[src/rtl/serial_sub_pkg.sv]
// Shared definitions for the bit-serial subtractor: FSM state encodings
// and a constant clog2 helper used to size the bit counter.
package serial_sub_pkg;

    typedef enum logic [1:0] {
        ST_IDLE = 2'd0,
        ST_RUN  = 2'd1,
        ST_DONE = 2'd2
    } state_t;

    // Never returns less than 1 so a counter always has at least one bit.
    function automatic int clog2(input int value);
        int r;
        r = 1;
        for (int i = 0; i < 31; i++) begin
            if ((1 << i) < value) r = i + 1;
        end
        return r;
    endfunction

endpackage

[src/rtl/full_subtractor_behavioral.sv]
// One-bit full subtractor cell: computes x - y - c_in as a difference bit
// and a borrow out.
module full_subtractor_behavioral (
    input  logic x,
    input  logic y,
    input  logic c_in,
    output logic diff,
    output logic c_out
);

    assign diff  = x ^ y ^ c_in;
    assign c_out = (~x & y) | (~(x ^ y) & c_in);

endmodule

[src/rtl/serial_subtractor_ctrl.sv]
// Bit-serial subtractor controller: one full-subtractor cell walked LSB-first over WIDTH clocks.
// Define SERIAL_SUB_OVF_EN to add the signed-overflow output ovf.
module serial_subtractor_ctrl
    import serial_sub_pkg::*;
#(
    parameter int WIDTH = 8
) (
    input  logic             clk,
    input  logic             rst_n,
    input  logic             start,
    input  logic [WIDTH-1:0] a,
    input  logic [WIDTH-1:0] b,
    input  logic             bin,
    output logic             busy,
    output logic             done,
    output logic [WIDTH-1:0] result,
    output logic             borrow_out
`ifdef SERIAL_SUB_OVF_EN
    ,
    output logic             ovf
`endif
);

    localparam int CW = clog2(WIDTH);
    localparam logic [CW-1:0] LAST = CW'(WIDTH - 1);

    state_t           state;
    logic [WIDTH-1:0] a_sh;
    logic [WIDTH-1:0] b_sh;
    logic [WIDTH-1:0] result_sh;
    logic             borrow;
    logic [CW-1:0]    count;
    logic             diff;
    logic             c_out;
`ifdef SERIAL_SUB_OVF_EN
    logic             a_msb;
    logic             b_msb;
`endif

    full_subtractor_behavioral u_cell (
        .x     (a_sh[0]),
        .y     (b_sh[0]),
        .c_in  (borrow),
        .diff  (diff),
        .c_out (c_out)
    );

    assign busy = (state == ST_RUN);

    // A start seen while done is high is dropped, so the earliest back-to-back
    // start is accepted on the edge after the done pulse.
    always_ff @(posedge clk or negedge rst_n) begin
        if (!rst_n) begin
            state      <= ST_IDLE;
            a_sh       <= '0;
            b_sh       <= '0;
            result_sh  <= '0;
            borrow     <= 1'b0;
            count      <= '0;
            done       <= 1'b0;
            result     <= '0;
            borrow_out <= 1'b0;
`ifdef SERIAL_SUB_OVF_EN
            a_msb      <= 1'b0;
            b_msb      <= 1'b0;
            ovf        <= 1'b0;
`endif
        end else begin
            done <= 1'b0;
            case (state)
                ST_IDLE: begin
                    if (start && !done) begin
                        a_sh   <= a;
                        b_sh   <= b;
                        borrow <= bin;
                        count  <= '0;
                        state  <= ST_RUN;
`ifdef SERIAL_SUB_OVF_EN
                        a_msb  <= a[WIDTH-1];
                        b_msb  <= b[WIDTH-1];
`endif
                    end
                end
                ST_RUN: begin
                    result_sh <= {diff, result_sh[WIDTH-1:1]};
                    borrow    <= c_out;
                    a_sh      <= a_sh >> 1;
                    b_sh      <= b_sh >> 1;
                    count     <= count + 1'b1;
                    if (count == LAST) state <= ST_DONE;
                end
                ST_DONE: begin
                    result     <= result_sh;
                    borrow_out <= borrow;
                    done       <= 1'b1;
                    state      <= ST_IDLE;
`ifdef SERIAL_SUB_OVF_EN
                    ovf        <= (a_msb != b_msb) && (result_sh[WIDTH-1] != a_msb);
`endif
                end
                default: state <= ST_IDLE;
            endcase
        end
    end

endmodule
[config.mk]
export PLATFORM = sky130hd
export DESIGN_NAME = serial_subtractor_ctrl
export DESIGN_NICKNAME = d
export VERILOG_FILES = /design/src/rtl/serial_sub_pkg.sv /design/src/rtl/full_subtractor_behavioral.sv /design/src/rtl/serial_subtractor_ctrl.sv
export SDC_FILE = /design/constraint.sdc
export NUM_CORES = 1
export LEC_CHECK = 0
export CAP_MARGIN = 20
export CELL_PAD_IN_SITES_DETAIL_PLACEMENT = 1
export CELL_PAD_IN_SITES_GLOBAL_PLACEMENT = 1
export CORE_MARGIN = 3
export CORE_UTILIZATION = 40
export DETAILED_ROUTE_END_ITERATION = 10
export PLACE_DENSITY = 0.76
export SKIP_CTS_REPAIR_TIMING = 1
export SLEW_MARGIN = 15
export SYNTH_ARGS = -nofsm -noshare
export SYNTH_HDL_FRONTEND = slang
export SYNTH_HIERARCHICAL = 1
export SYNTH_SLANG_ARGS = --single-unit
export TNS_END_PERCENT = 100
[constraint.sdc]
create_clock -name clk -period 3.44 [get_ports clk]
set_clock_uncertainty 0.2 [all_clocks]
set_input_delay 0.688 -clock clk [delete_from_list [all_inputs] [get_ports clk]]
set_output_delay 0.688 -clock clk [all_outputs]
set_load 0.03 [all_outputs]
Word level (Yosys, flattened, before mapping)
Cells that the tools add are included.
{ "totals": {"wordCells": 40, "output_inout_bits": 11, "regBits": 40, "n_memories": 0, "mem_bits_rw": 0, "inputBits": 20, "rom_bits": 0, "latch_bits": 0} }
{ "op_classes": {"bitwise_logic": 7, "reduce_logical": 6, "n_shift": 0, "eq_ne": 5, "n_div": 0, "mux": 12, "order_cmp": 0, "n_mul": 0, "addsub": 1} }
{ "op_table": {"columns": ["cell", "count"], "rows": [
  ["8-bit case mux with 2 select lines", 2],
  ["8-bit 2-to-1 mux", 2],
  ["3-bit case mux with 2 select lines", 1],
  ["2-bit 2-to-1 mux", 2],
  ["2-bit case mux with 2 select lines", 1],
  ["2-bit AND reduction", 2],
  ["3-bit by 1-bit adder with 3-bit output, second input constant", 1],
  ["3-bit == test, second input constant", 1],
  ["3-bit 2-to-1 mux", 1],
  ["1-bit bitwise AND", 2],
  ["2-bit by 1-bit == test with 1-bit output, second input constant", 1],
  ["2-bit == test, second input constant", 1],
  ["2-bit logical NOT", 1],
  ["1-bit 2-to-1 mux", 2],
  ["2-bit by 1-bit != test with 1-bit output, second input constant", 1],
  ["2-bit != test, second input constant", 1],
  ["1-bit NOT", 2],
  ["1-bit case mux with 2 select lines", 1],
  ["2-bit nonzero test", 1],
  ["1-bit XOR", 2],
  ["1-bit logical AND", 1],
  ["1-bit logical NOT", 1],
  ["1-bit OR", 1]
]} }

Longest topological paths before layout
Gate-level depths: netlist (run 1).
{ "depth": {"word_depth": 5, "depth_mapped": 5, "depth_no_buf": 5} }

Modules after synthesis
The synthesis (run 1) kept the hierarchy.
{ "by_module_without_submodules": {"columns": ["mod", "instances", "seq_area_each_um2", "area_each_um2", "cells_per_inst"], "rows": [
  ["serial_subtractor_ctrl", 1, 1001.0, 1788.0, 136],
  ["full_subtractor_behavioral", 1, 0.0, 31.3, 4]
]} }

Worst setup path after synthesis (run 1)
No wires, ideal clock.
{ "synth_timing": {"path_kind": "register -> output", "start": "reg state[1]", "end": "out busy", "path_stages_with_launch": 4, "arrival_time_ns": 0.902, "path_slack_ns": 1.650, "t_required_ns": 2.552, "n_path_buf": 1, "path_cell_list": "dfrtp_1 > nand2b_1 > buf_4 > inv_1"} }
{ "synth_between": {"elab_chain_len": 1} }
{ "synth_rtl": {"columns": ["element", "line_no", "source"], "rows": [
  ["from (decl)", "serial_subtractor_ctrl.sv:27", "state_t state;"],
  ["from (signal assigned)", "serial_subtractor_ctrl.sv:54", "state <= ST_IDLE;"],
  ["from (signal assigned)", "serial_subtractor_ctrl.sv:77", "state <= ST_RUN;"],
  ["from (signal assigned)", "serial_subtractor_ctrl.sv:90", "if (count == LAST) state <= ST_DONE;"],
  ["2-bit by 1-bit == test with 1-bit output", "serial_subtractor_ctrl.sv:48", "assign busy = (state == ST_RUN);"],
  ["to (decl)", "serial_subtractor_ctrl.sv:14", "output logic busy,"]
]} }
No other way between the ends.

Worst setup path after layout (run 1)
Ends and elaborated chain as after synthesis.

==> results of run 1 <==
## layout make-up
type | instances | area (µm²)
tap | 50 | 62.6
multi-input combinational | 84 | 727
sequential | 40 | 1000
inverter | 7 | 26.3
clock inverter | 2 | 38.8
timing repair buffer | 33 | 318
clock buffer | 6 | 82.6
fill | 418 | 1950
## layout by cell type, fill, tap and decap left out, types with 3 or more instances in the layout
| master | n |
|---|---|
| sky130_fd_sc_hd__clkbuf_8 | 6 |
| sky130_fd_sc_hd__dfrtp_1 | 40 |
| sky130_fd_sc_hd__a21oi_1 | 10 |
| sky130_fd_sc_hd__o22ai_2 | 10 |
| sky130_fd_sc_hd__o2bb2ai_1 | 5 |
| sky130_fd_sc_hd__clkdlybuf4s50_1 | 29 |
| sky130_fd_sc_hd__mux2_2 | 19 |
| sky130_fd_sc_hd__inv_1 | 6 |
| sky130_fd_sc_hd__a31oi_1 | 5 |
| sky130_fd_sc_hd__and2_1 | 5 |
| sky130_fd_sc_hd__o22ai_1 | 10 |
| sky130_fd_sc_hd__buf_4 | 3 |
## logic make-up after synthesis
family / share of synthesized area, %
simple gates: 5.30
flops: 55.0
mux: 11.8
compound gates: 20.4
buf+inv: 5.02
fa+ha+maj: 2.48
## how the worst min path moves through the flow
stage	slack (ns)	start	end
final	0.29	b_sh[3]	b_sh[3]
after global routing	0.31	result[5]	result[5]
after CTS	0.30	b_sh[3]	b_sh[3]
after detailed placement	0.28	b_sh[3]	b_sh[3]
after global placement	0.26	b_sh[2]	b_sh[2]
after floorplan	0.19	rst_n	a_sh[0]
## state kept, by name, summed over array words and instances (netlist names), 2 cells and up
signal / flops
a_sh: 8
b_sh: 8
count: 3
result: 8
result_sh: 8
state: 2
## critical path, delay by kind of cell (launching register included)
family                 cells  cell delay, ns
flip-flops                 1            0.55
AND/OR/NAND/NOR            1            0.25
buffers and inverters      2            0.83
## stage by stage
| step | area (µm²) | cells | power, µW | hold slack [ns] |
|---|---|---|---|---|
| 3_3_place_gp | 2130 | 214 | 1550 | 0.262 |
| 3_5_place_dp | 2130 | 214 | 1610 | 0.280 |
| 2_1_floorplan | 1820 | 140 | 1370 | 0.192 |
| 5_1_grt | 2260 | 222 | 2150 | 0.315 |
| 4_1_cts | 2260 | 222 | 2030 | 0.297 |
| 6_report | 2260 | 222 | 2010 | 0.294 |
## where the power goes
group,internal (µW),leakage [µW],switching (µW)
Sequential,671,0.000480,159
Combinational,388,0.000426,381
Clock,237,0.0000614,170
Total,1300,0.000967,710
## layer usage
metal	routed length, µm	vias to the layer above
met5	0	-
met1	1680	645
met2	2030	26
li1	-	575
met4	51	0
met3	146	7
==> impl_results.md, run 1 <==
- Leakage power of the design: 0.000967 µW
- Total die area: 0.00539 mm²
- Diode insertion count for antenna repair: 0
- Synthesis-stage register bit count: 40
- Cell breakdown of the critical path: nand2b_1, inv_1, clkdlybuf4s50_1
- 1st-iter DRT viols: 53
- Number of global-route vias before repair: 1385
- Reg-to-reg setup timing slack: 1.57 ns
- Worst endpoint data arrival time: 1.91 ns
- Dominant cell type by area after synthesis: sky130_fd_sc_hd__dfrtp_1
- Die Width: 73.4 µm
- Met2 track utilization from global routing: 27.7%
- Met1 global-route usage: 20.2%
- Clock root buffer: sky130_fd_sc_hd__clkbuf_8
- Count of endpoints failing hold in the final timing report: 0
- NumNets Final: 194
- Power density over the cells: 890 mW/mm²
- Wire length of the first global-routing pass: 6720 µm
- Final HPWL DP: 2620 µm
- WHS Path Cells: 1
- Final worst path period share: 81.5%
- Growth of design area from synthesis to finish: 24.0%
- Initial Utilization: 43.3%
- Remaining global-route overflow: 0
- Run status: finished clean
- Initial antenna violation count: 0
- Port-buffer cells: 30
- Top Ports: 31
- Final period demand of the worst path: 2.80 ns
- Worst slack at placement: 0.967 ns
- Most used flip-flop cell after synthesis: sky130_fd_sc_hd__dfrtp_1
- Most area-consuming cells after synthesis: sky130_fd_sc_hd__dfrtp_1 (55%), sky130_fd_sc_hd__mux2_2 (12%), sky130_fd_sc_hd__o22ai_2 (6.9%)
- Deepest level of the CTS H-tree: 2
- Area share of the largest cell type after synthesis: 55.0%
- Reg-to-reg critical path startpoint: state[1]
- Placer congestion estimate: 0.754
- Sequential element share of the synthesized area: 55.0%
- Antenna-violating nets left: 0
- Most repeated cell in the gate-level netlist after synthesis: sky130_fd_sc_hd__dfrtp_1
- Via count: 1253
- Worst hold path class: flip-flop to flip-flop
- TritonCTS clock tree: yes
- Length in cells of the worst reg-to-reg path: 3
- Critical Path Start: state[1]
- Count of flip-flops with a built-in enable after synthesis: 0
- Startpoint-to-endpoint class of the critical path: flip-flop to output pin
- Slew at the pin with the worst max-slew slack: 0.879 ns
- Worst-path cell with the longest stage delay: sky130_fd_sc_hd__clkdlybuf4s50_1
- Total standard cell area after synthesis: 0.00182 mm²
- Final TNS setup: 0 ns
- Total global routing track utilization: 16.3%
- Worst setup path endpoint: busy
- Worst-case vdd ir drop: 0.000407 V
- Die height: 73.4 µm
- Highest clock rate: 357 MHz
- Maximum number of pins on one net before global-route repair: 41
- Routed wire length per instance: 17.6 µm
- Top cells by count, synth: sky130_fd_sc_hd__dfrtp_1 (40), sky130_fd_sc_hd__mux2_2 (19), sky130_fd_sc_hd__a21oi_1 (10), sky130_fd_sc_hd__o22ai_1 (10), sky130_fd_sc_hd__o22ai_2 (10)
- Clock latency on the worst-skew pair: 0.29 ns
- Number of buffers created by CTS: 5
- Detailed-router iteration count before antenna repair: 4
- DRC violations left: 0
- Critical path launch point type: flip-flop
- Cell row count: 23
- Post-detailed-routing wire length: 3910 µm
- Gate count of the mapped netlist: 140
- Worst slew slack as a fraction of its limit: 41.4%
- Endpoint of the most critical register-to-register path: a_sh[0]
- Number of maximum-capacitance violations: 0
- Fraction of layout instances using a drive strength above 1: 25.6%
- Unrepaired setup endpoints after global routing: false
- Num Clock Sinks: 40
- Global routing's busiest layer: met2
- Clock transition at path regs: 0.07 ns
- Mapped Nets: 163
- Proportion of register bits with asynchronous set or reset after synthesis: 100%
- Post-route worst setup slack: 0.637 ns
- Mean instance size in the synthesized netlist: 13.0 µm²
- Met3 Usage GRT: 5.20%
- CP Max Fanout: 13
- Ratio of routed vias to standard cells: 5.64
- Yosys warning count: 6
- Setup-violating endpoint count in the final report: 0
- Std-Cell Core Area: 0.00420 mm²
- Worst path required time: 2.55 ns
- Final Slew Violations: 0
- Max stage delay on crit path: 0.69 ns
- Final Util: 53.7%
- Count of different cell masters after synthesis: 30
- Worst Setup End Kind: output pin
- Maximum clock path buffer count: 2
No activity file was read; power rests on OpenSTA's default activity.
==> inputs of run 2 (changes only) <==
- CORE_UTILIZATION: 40 -> 38
- clock period: 3.44 -> 2.3 ns (I/O delays scaled with it)
==> impl_results.md, run 2 (synthesis results as in run 1) <==
- Worst path required time: 1.64 ns (-0.91 ns)
- Initial antenna violation count: 0 (unchanged)
- Maximum number of pins on one net before global-route repair: 41 (unchanged)
- Final worst path period share: 91.1%
- Final HPWL DP: 2860 µm (+8.9%)
- Global routing's busiest layer: met2
- Via count: 1278 (+2.0%)
- 1st-iter DRT viols: 92 (+74%)
- Count of endpoints failing hold in the final timing report: 0 (unchanged)
- Initial Utilization: 40.7% (-2.6 points)
- Num Clock Sinks: 40 (unchanged)
- Area of placed instances: 0.00216 mm² (+1.2%)
- Top Ports: 31 (unchanged)
- Die Width: 75.2 µm (+2.4%)
- Clock transition at path regs: 0.08 ns (about the same)
- Std-Cell Core Area: 0.00447 mm² (+6.5%)
- Clock latency on the worst-skew pair: 0.29 ns (about the same)
- Slew at the pin with the worst max-slew slack: 0.528 ns (-0.351 ns)
- Worst-path cell with the longest stage delay: sky130_fd_sc_hd__clkdlybuf4s50_1
- Worst slack at placement: 0.0462 ns (-0.921 ns)
- DRC violations left: 0 (unchanged)
- Unrepaired setup endpoints after global routing: false
- Final Slew Violations: 0 (unchanged)
- Critical path launch point type: flip-flop
- Maximum clock path buffer count: 2 (unchanged)
- Cell breakdown of the critical path: clkdlybuf4s50_1
- Total power: 2880 µW (+44%)
- Antenna-violating nets left: 0 (unchanged)
- Max stage delay on crit path: 0.71 ns (+0.02 ns)
- Deepest level of the CTS H-tree: 2 (unchanged)
- Routed wire length per instance: 17.8 µm (+1.2%)
- Total die area: 0.00565 mm² (+4.8%)
- Area of all placed cells without fillers: 0.00225 mm² (about the same)
- Growth of design area from synthesis to finish: 23.9% (about the same)
- Final std cells w/o fill: 227 (+2.3%)
- Die height: 75.2 µm (+2.4%)
- Most frequent cells in the layout: sky130_fd_sc_hd__dfrtp_1 (40), sky130_fd_sc_hd__clkdlybuf4s50_1 (28), sky130_fd_sc_hd__mux2_2 (19)
- Run status: finished clean
- Clock root buffer: sky130_fd_sc_hd__clkbuf_8
- Wire length of the first global-routing pass: 6640 µm (-1.2%)
- Highest clock rate: 478 MHz
- Family with the most delay on the worst path: buffers and inverters
- Worst hold path class: primary input to asynchronous set/reset pin
- Port-buffer cells: 30 (unchanged)
- NumNets Final: 197 (+1.5%)
- Placer congestion estimate: 0.779 (+3.3%)
- Fraction of layout instances using a drive strength above 1: 26.9% (+1.3 points)
- Detailed-router iteration count before antenna repair: 4 (unchanged)
- Final period demand of the worst path: 2.09 ns
- Ratio of routed vias to standard cells: 5.63 (-0.25%)
- CP Max Fanout: 5 (-8)
- Post-detailed-routing wire length: 4040 µm (+3.4%)
- Final TNS setup: 0 ns (unchanged)
- Startpoint-to-endpoint class of the critical path: flip-flop to output pin
- Cell total after placement: 219 (+2.3%)
- Total global routing track utilization: 15.6% (-0.68 points)
- Cell row count: 24 (+4.3%)
- Worst Setup End Kind: output pin
- Met2 track utilization from global routing: 27.1% (-0.58 points)
- Worst-case vdd ir drop: 0.000572 V (+41%)
- Most common cell after layout, fill and taps aside: sky130_fd_sc_hd__dfrtp_1
- Worst slew slack as a fraction of its limit: 64.8% (+23 points)
- TritonCTS clock tree: yes
- Setup-violating endpoint count in the final report: 0 (unchanged)
- Remaining global-route overflow: 0 (unchanged)
- Number of global-route vias before repair: 1392 (+0.51%)
- Met1 global-route usage: 19.8% (-0.45 points)
- Met3 Usage GRT: 3.20% (-2.0 points)
- Crit path buf inv count: 1 (-1)
- Leakage power of the design: 0.000975 µW (+0.86%)
- Number of maximum-capacitance violations: 0 (unchanged)
- Power density over the cells: 1280 mW/mm² (+44%)
- Post-route worst setup slack: 0.206 ns (-0.431 ns)
- Worst endpoint data arrival time: 1.43 ns (-0.48 ns)
- Diode insertion count for antenna repair: 0 (unchanged)
- Number of buffers created by CTS: 5 (unchanged)
## run 2: stage by stage
step	hold WS (ns)	utilization [%]
floorplan	-0.0356	-
global placement	0.263	48.3
detailed placement	0.276	48.3
CTS	0.0427	50.3
global route	0.0532	50.4
finish	0.0280	50.4
## run 2: cell type report
type,instances,area (µm²)
clock buffer,6,82.6
clock inverter,2,10.0
fill,467,2220
inverter,7,26.3
multi-input combinational,84,727
sequential,40,1000
tap,52,65.1
timing repair buffer,36,343
## run 2: final timing paths
path	from	cells past startpoint	slack, ns	end
worst max-delay path	done	1	0.21	done
worst min-delay path	rst_n	2	0.03	b_sh[2]
worst max register to register	state[1]	4	0.47	a_sh[6]
worst min register to register	b_sh[4]	1	0.30	b_sh[4]
max in group asynchronous	rst_n	2	1.52	result[3]
min in group clk	b_sh[4]	1	0.30	b_sh[4]
## run 2: routing by layer
layer / up-vias / routed length (µm)
met5: - / 0
met4: 0 / 43
met3: 6 / 122
met2: 29 / 2140
met1: 661 / 1740
li1: 582 / -
## run 2: report_power, final
group / switching (µW) / internal [µW]
Sequential: 214 / 1010
Clock: 241 / 239
Combinational: 597 / 587
Total: 1050 / 1830
==> inputs of run 3 (changes only) <==
- SLEW_MARGIN: 15 -> unset
==> results of run 3 <==
Final layout, timing and power as in run 2 (identical DEF).
